### src/rtl/onehot_pkg.sv
// onehot_pkg: shared widths, index type and index-to-one-hot helper for the decoder FIFO path
package onehot_pkg;
  localparam int IDX_W_DEF = 3;
  localparam int DEPTH_DEF = 4;
  typedef logic [IDX_W_DEF-1:0] idx_t;
  function automatic logic [(1<<IDX_W_DEF)-1:0] idx_to_onehot(idx_t idx);
    return {{((1<<IDX_W_DEF)-1){1'b0}}, 1'b1} << idx;
  endfunction
endpackage

### src/rtl/onehot_decoder_fifo_idx_fifo.sv
// idx_fifo: generic sync FIFO with separate count so full and empty are never ambiguous
module idx_fifo import onehot_pkg::*; #(
  parameter int W = IDX_W_DEF,
  parameter int DEPTH = DEPTH_DEF,
  localparam int PW = $clog2(DEPTH),
  localparam int CW = $clog2(DEPTH+1)
) (
  input  logic          clk,
  input  logic          rst_n,
  input  logic          flush,
  input  logic          push,
  input  logic          pop,
  input  logic [W-1:0]  wdata,
  output logic [W-1:0]  rdata,
  output logic [CW-1:0] count
);
  logic [PW-1:0] wr_ptr_q, wr_ptr_d, rd_ptr_q, rd_ptr_d;
  logic [CW-1:0] count_q, count_d;
  logic [W-1:0] mem_q [DEPTH];
  logic do_push, do_pop;
  always_comb begin
    do_push = push & ~flush & (count_q != CW'(DEPTH));
    do_pop = pop & ~flush & (count_q != '0);
    wr_ptr_d = flush ? '0 : wr_ptr_q + PW'(do_push);
    rd_ptr_d = flush ? '0 : rd_ptr_q + PW'(do_pop);
    count_d = flush ? '0 : count_q + CW'(do_push) - CW'(do_pop);
  end
  always_ff @(posedge clk or negedge rst_n)
    if (!rst_n) begin
      wr_ptr_q <= '0;
      rd_ptr_q <= '0;
      count_q <= '0;
    end else begin
      wr_ptr_q <= wr_ptr_d;
      rd_ptr_q <= rd_ptr_d;
      count_q <= count_d;
    end
  // storage is not reset: contents are only ever observed behind a nonzero count
  always_ff @(posedge clk)
    if (do_push) mem_q[wr_ptr_q] <= wdata;
  assign rdata = mem_q[rd_ptr_q];
  assign count = count_q;
endmodule

### src/rtl/onehot_decoder_fifo.sv
// onehot_decoder_fifo: buffers encoded indices and hands them out as one-hot vectors over valid/ready
module onehot_decoder_fifo import onehot_pkg::*; #(
  parameter int IDX_W = IDX_W_DEF,
  parameter int DEPTH = DEPTH_DEF,
  localparam int OUT_W = 1 << IDX_W,
  localparam int CW = $clog2(DEPTH+1)
) (
  input  logic             clk,
  input  logic             rst_n,
  input  logic             flush,
  input  logic [IDX_W-1:0] in_idx,
  input  logic             in_valid,
  output logic             in_ready,
  output logic [OUT_W-1:0] out_onehot,
  output logic             out_valid,
  input  logic             out_ready,
  output logic [CW-1:0]    count
);
  logic [IDX_W-1:0] head;
  idx_fifo #(.W(IDX_W), .DEPTH(DEPTH)) u_fifo (
    .clk(clk),
    .rst_n(rst_n),
    .flush(flush),
    .push(in_valid & in_ready),
    .pop(out_valid & out_ready),
    .wdata(in_idx),
    .rdata(head),
    .count(count)
  );
  // output is masked by count so a reset or flush never exposes stale storage
  always_comb begin
    in_ready = (count < CW'(DEPTH)) & ~flush;
    out_valid = count != '0;
    out_onehot = out_valid ? (OUT_W'(1) << head) : '0;
  end
endmodule

### config.mk
export PLATFORM = sky130hd
export DESIGN_NAME = onehot_decoder_fifo
export DESIGN_NICKNAME = d
export VERILOG_FILES = /design/src/rtl/onehot_pkg.sv /design/src/rtl/onehot_decoder_fifo_idx_fifo.sv /design/src/rtl/onehot_decoder_fifo.sv
export SDC_FILE = /design/constraint.sdc
export NUM_CORES = 1
export LEC_CHECK = 0
export ABC_CLOCK_PERIOD_IN_PS = 2800
export BUFFER_PORTS_ARGS = -buffer_cell sky130_fd_sc_hd__clkbuf_2
export CELL_PAD_IN_SITES_DETAIL_PLACEMENT = 0
export CELL_PAD_IN_SITES_GLOBAL_PLACEMENT = 2
export CORE_AREA = 2 2 71 46
export CTS_BUF_LIST = sky130_fd_sc_hd__clkbuf_16
export CTS_CLUSTER_SIZE = 14
export DETAILED_ROUTE_END_ITERATION = 7
export DIE_AREA = 0 0 73 48
export PLACE_DENSITY = 0.85
export SLEW_MARGIN = 0
export SYNTH_ARGS = -nofsm -noshare
export SYNTH_HDL_FRONTEND = slang
export SYNTH_HIERARCHICAL = 1
export SYNTH_SLANG_ARGS = --single-unit
### constraint.sdc
create_clock -name clk -period 2.8 [get_ports clk]
set_clock_uncertainty 0.2 [all_clocks]
set_input_delay 0.42 -clock clk [delete_from_list [all_inputs] [get_ports clk]]
set_output_delay 0.42 -clock clk [all_outputs]
set_load 0.1 [all_outputs]
---- Yosys cells after proc, flatten, opt, wreduce, memory -nomap -nowiden ----
Memories as Yosys holds them, arrays and structs flattened.
Cells that the tools add are included.
word-level totals
  bits in registers ....................... 7
  memory bits (writable) .................. 12
  output and inout port bits .............. 13
  word-level logic and storage cells ...... 26
  memories ................................ 1
memories
  name          words  bits a word  rd ports  clocked after Yosys merged registers in  wr ports  RTL line                            text
  u_fifo.mem_q  4      3            1         0                                        1         onehot_decoder_fifo_idx_fifo.sv:19  logic [W-1:0] mem_q [DEPTH];
cells by class
  $add $sub $neg .......................... 4
  $lt $le $gt $ge ......................... 1
  equality and inequality tests ........... 1
  shift-type cells ........................ 1
  muxes and demuxes ....................... 6
  bitwise logic cells ..................... 8
  reduce and logical (&&, ||, !) cells .... 1
operators with widths
  operator                                           count
  two-way mux 8 bit                                  1
  << shifter 1 x 3 -> 8 bit, first input constant    1
  bitwise AND 1 bit                                  7
  adder 2 x 1 -> 2 bit                               2
  two-way mux 2 bit                                  2
  adder 3 x 1 -> 3 bit                               1
  less-than comparator 3 bit, second input constant  1
  two-way mux 3 bit                                  1
  != test 3 bit, second input constant               1
  nonzero test 3 bit                                 1
  subtractor 3 x 1 -> 3 bit                          1
  two-way mux 1 bit                                  2
  NOT 1 bit                                          1

---- Longest topological paths before layout ----
  word-level depth ........................ 8
  mapped depth ............................ 11
  gate-level depth less buffers ........... 11

---- Hierarchy ----
Netlist, hierarchy kept.
modules (own cells, without submodules)
  module               times used  cells an instance  area an instance (um^2)  sequential area each (um^2)
  idx_fifo             1           51                 847.1                    535.5
  onehot_decoder_fifo  1           17                 111.4                    0.0

---- Worst setup path after synthesis ----
No wires, ideal clock.
  kind .................................... register -> output
  start point ............................. register u_fifo.count_q[1], in the netlist u_fifo/count[1]
  end point ............................... output port out_onehot[0]
  arrival time ............................ 4.094 ns
  required time ........................... 2.180 ns
  path slack .............................. -1.914 ns
  cell stages (with the launch flop) ...... 3
  buffers on the path ..................... 0
  path through ............................ dfrtp_1 nor3_4 nor4_1
between the ends
  word-level cells in the longest chain between the ends .. 2
ends and longest elaborated chain
  element                   RTL line                            text
  start: declaration        onehot_decoder_fifo_idx_fifo.sv:18  logic [CW-1:0] count_q, count_d;
  start signal: assignment  onehot_decoder_fifo_idx_fifo.sv:36  count_q <= count_d;
  nonzero test 3 bit        onehot_decoder_fifo.sv:33           out_valid = count != '0;
  two-way mux 8 bit         onehot_decoder_fifo.sv:34           out_onehot = out_valid ? (OUT_W'(1) << head) : '0;
  end: declaration          onehot_decoder_fifo.sv:14           output logic [OUT_W-1:0] out_onehot,
Every way passes these cells.

---- Worst setup path after layout ----
  start point ............................. register u_fifo.rd_ptr_q[0]
  end point ............................... output port out_onehot[4]
between the ends
  word-level cells in the longest chain between the ends .. 3
ends and longest elaborated chain
  element                    RTL line                            text
  start: declaration         onehot_decoder_fifo_idx_fifo.sv:17  logic [PW-1:0] wr_ptr_q, wr_ptr_d, rd_ptr_q, rd_ptr_d;
  start signal: assignment   onehot_decoder_fifo_idx_fifo.sv:35  rd_ptr_q <= rd_ptr_d;
  memory read (4 x 3 bit)    n/a
  via head[1]                onehot_decoder_fifo.sv:19           logic [IDX_W-1:0] head;
  << shifter 1 x 3 -> 8 bit  onehot_decoder_fifo.sv:34
  two-way mux 8 bit          onehot_decoder_fifo.sv:34
The timed path passes the listed nets, and every way through them passes these cells.

==> run_results.csv <==
group,metric,value,unit
job,cap_violations,0,
placement,place.gp.congestion,0.719,
global_route,global_route.usage.total,0.109,
floorplanning,floorplan.rows,15,
power,ir_worst_vdd,0.361,mV
global_route,grt_max_degree,13,
routing,avgViaCountPerCell,4.74,
placement,pre_cts_slack,260,ps
sta,fin_hold_ws,196,ps
synthesis,syn-instance-count,68,
min_path,holdCritPathClass,"primary input to flop",
worst_setup_path,timing.critical_path.arrival,1990,ps
clocking,cts_resized,0,
worst_setup_path,path_max_fanout,5,
sta,rsz0062_at_grt,"false",
sta,post_route_fraction_of_the_period_consumed_by_the_critical_path,0.934,
layout,antenna-diode-count,0,
power,p_leak,0.516,nW
routing,route.antenna.remaining_nets,0,
synthesis,synthDistinctLibCells,24,
sta,finalHoldViolations,0,
worst_setup_path,crit_type,"flop to primary output",
floorplanning,initial_utilization,0.343,
clocking,numCtsBuffers,3,
power,power.share.sequential,0.403,
routing,drc,0,
floorplanning,die_area,0.00350,mm²
floorplanning,die_height,48,µm
synthesis,synth.top_cells.by_area,"sky130_fd_sc_hd__edfxtp_1 38%, sky130_fd_sc_hd__dfrtp_1 18%, sky130_fd_sc_hd__mux4_2 7.0%, sky130_fd_sc_hd__ha_1 5.2%, sky130_fd_sc_hd__nor2_1 3.5%",
placement,hpwlAfterDp,1.33,mm
synthesis,avgSynthCellArea,14.1,µm²
sta,drv_slew,0,
routing,first_pass_iters,4,
sta,period_minus_slack,2610,ps
sta,maximum_achievable_frequency,382,MHz
status,outcome,"completed",
placement,io_port_bufs,20,
power,net-switching-power,0.000252,W
clocking,cts.path.max_buffers,2,
floorplanning,top_level_ports,21,
clocking,insertion_delay,250,ps
global_route,via_count_of_the_first_global_routing_pass,586,
power,switching_power_share_of_the_total,0.313,
floorplanning,die_width,73,µm
routing,number_of_vias_in_the_routed_layout,607,
sta,max-slew-margin-rel,0.458,
synthesis,synthesis.nets,81,
clocking,cts_tree,"yes",
worst_setup_path,start_kind,"flop",
clocking,cts.reportedPaths.clkPinSlew,50,ps
worst_setup_path,timing.critical_path.to_type,"primary output",
clocking,numClockSinks,19,
clocking,clock_tree.htree_level_count,1,
sta,setup-tns-final,0,ps
synthesis,total_standard_cell_area_after_synthesis,958,µm²
layout,final_layout_size_suffix_gt1_frac,0.564,
power,p_int,0.000552,W
layout,fin_area,0.00133,mm²
routing,detailedRoute.firstIterationViolations,6,
power,power_per_cell_area,606,mW/mm²
routing,drt_wl_total,1.70,mm
sta,setup_failing_eps_final,0,
synthesis,synth.top_cell.area_share,0.376,
floorplanning,fp.coreArea,0.00280,mm²
worst_setup_path,required,2180,ps
placement,dpl_cell_area,0.00123,mm²
synthesis,synthesis_stage_register_bit_count,19,
global_route,grt_first_pass_wirelength,2.82,mm
synthesis,yosysWarningCount,6,
sta,worst_slack_setup_final,185,ps
layout,areaGrowthSynthToFinish,38.4,%
clocking,clockRootBuffer,"sky130_fd_sc_hd__clkbuf_16",
power,combPwrFrac,0.232,
power,power.share.clock,0.365,
global_route,antenna_found_initial,0,
synthesis,ys_seq_area_frac,0.559,
global_route,grt_overflow_total,0,
synthesis,synth_top_area_cell,"sky130_fd_sc_hd__edfxtp_1",
sta,worstMarginPinSlew,802,ps
layout,nets,108,
routing,routed_wire_length_per_instance,13.3,µm
power groups by stage:
stage                     Sequential [W]  Clock, W  Combinational [W]
after floorplan                 0.000352         0           0.000125
after global placement          0.000329         0           0.000186
after detailed placement        0.000330         0           0.000187
after CTS                       0.000324  0.000297           0.000189
after global routing            0.000326  0.000314           0.000200
final                           0.000324  0.000293           0.000186
layer usage:
metal | track usage | wire length, µm | vias to the layer above
li1 | - | - | 302
met1 | 0.165 | 873 | 291
met2 | 0.164 | 746 | 14
met3 | 0.0147 | 81 | 0
met4 | 0.0333 | 0 | 0
met5 | 0 | 0 | -
state kept, by name, indices dropped and copies added, names as in the netlist:
signal / flops
u_fifo/mem_q: 12
u_fifo/count: 3
u_fifo/wr_ptr_q: 2
u_fifo/rd_ptr_q: 2
worst max-delay path: stages, from the launching register on:
cell	delay, ps
sky130_fd_sc_hd__dfrtp_1	460
sky130_fd_sc_hd__mux4_2	620
sky130_fd_sc_hd__nor3_2	190
sky130_fd_sc_hd__clkbuf_2	470
worst paths after layout:
kind / slack, ps / endpoint / from / cells after the start
min in group asynchronous: 340 / u_fifo/wr_ptr_q[1]$_DFF_PN0_ / rst_n / 2
min: 200 / u_fifo/mem_q[0][1]$_DFFE_PP_ / in_idx[1] / 1
max: 190 / out_onehot[4] / u_fifo/rd_ptr_q[0]$_DFF_PN0_ / 3
max in group asynchronous: 1870 / u_fifo/count[2]$_DFF_PN0_ / rst_n / 2
max reg2reg: 330 / u_fifo/count[2]$_DFF_PN0_ / u_fifo/count[2]$_DFF_PN0_ / 11
min reg2reg: 430 / u_fifo/wr_ptr_q[1]$_DFF_PN0_ / u_fifo/wr_ptr_q[1]$_DFF_PN0_ / 2
stage by stage:
step / instances / power (W) / util
after floorplan: 68 / 0.000477 / -
after global placement: 123 / 0.000515 / 0.441
after detailed placement: 123 / 0.000517 / 0.441
after CTS: 128 / 0.000810 / 0.474
after global routing: 128 / 0.000840 / 0.474
final: 128 / 0.000803 / 0.474
cells in the final DEF (no fill, tap or decap), types with 2 or more instances in the layout:
cell type / netlist / final
sky130_fd_sc_hd__clkbuf_2: 1 / 14
sky130_fd_sc_hd__inv_2: 0 / 2
sky130_fd_sc_hd__ha_4: 0 / 2
sky130_fd_sc_hd__nor3_2: 0 / 3
sky130_fd_sc_hd__nand2b_1: 2 / 2
sky130_fd_sc_hd__clkbuf_16: 0 / 3
sky130_fd_sc_hd__ha_1: 4 / 2
sky130_fd_sc_hd__nand2_1: 2 / 2
sky130_fd_sc_hd__dfrtp_2: 0 / 2
sky130_fd_sc_hd__nor2b_1: 4 / 4
sky130_fd_sc_hd__buf_4: 0 / 7
sky130_fd_sc_hd__dfrtp_1: 7 / 4
sky130_fd_sc_hd__nor2_1: 9 / 5
sky130_fd_sc_hd__nor2_2: 0 / 3
sky130_fd_sc_hd__nor3_4: 1 / 2
sky130_fd_sc_hd__mux4_2: 3 / 3
sky130_fd_sc_hd__nor3_1: 6 / 2
sky130_fd_sc_hd__edfxtp_1: 12 / 12
sky130_fd_sc_hd__xnor2_1: 2 / 2
final cells by class:
type	count	area, µm²
Clock inverter	1	7.51
Fill cell	243	1470
Clock buffer	3	75.1
Tap cell	34	42.5
Inverter	3	11.3
Sequential cell	19	542
Timing Repair Buffer	23	153
Multi-Input combinational cell	45	495
cells in the mapped netlist:
master,count
sky130_fd_sc_hd__edfxtp_1,12
sky130_fd_sc_hd__ha_1,4
sky130_fd_sc_hd__or2_2,1
sky130_fd_sc_hd__clkbuf_2,1
sky130_fd_sc_hd__fa_1,1
sky130_fd_sc_hd__nand2b_1,2
sky130_fd_sc_hd__inv_1,3
sky130_fd_sc_hd__nor4_1,2
sky130_fd_sc_hd__xnor2_1,2
sky130_fd_sc_hd__nor4b_1,1
sky130_fd_sc_hd__o31ai_4,1
sky130_fd_sc_hd__nor3_4,1
sky130_fd_sc_hd__and2_1,1
sky130_fd_sc_hd__mux4_2,3
sky130_fd_sc_hd__nor3b_2,1
sky130_fd_sc_hd__nor3_1,6
sky130_fd_sc_hd__nand2b_4,1
sky130_fd_sc_hd__nand2_1,2
sky130_fd_sc_hd__nor2b_1,4
sky130_fd_sc_hd__nor3b_1,1
sky130_fd_sc_hd__xnor3_1,1
sky130_fd_sc_hd__dfrtp_1,7
sky130_fd_sc_hd__nor4b_2,1
sky130_fd_sc_hd__nor2_1,9
cells by family after synthesis:
logic type | count (synthesis) | synth area share
mux | 3 | 0.0705
buf+inv | 4 | 0.0170
compound gates | 1 | 0.0222
fa+ha+maj | 5 | 0.0731
flops | 19 | 0.559
simple gates | 33 | 0.217
xor+xnor | 3 | 0.0418
what timing repair did:
action                                 CTS  global route
setup buffers                            0             0
setup endpoints to repair                0             0
hold buffers                             1             0
endpoints found under the hold margin    7             0
No activity file was read; power rests on OpenSTA's default activity.
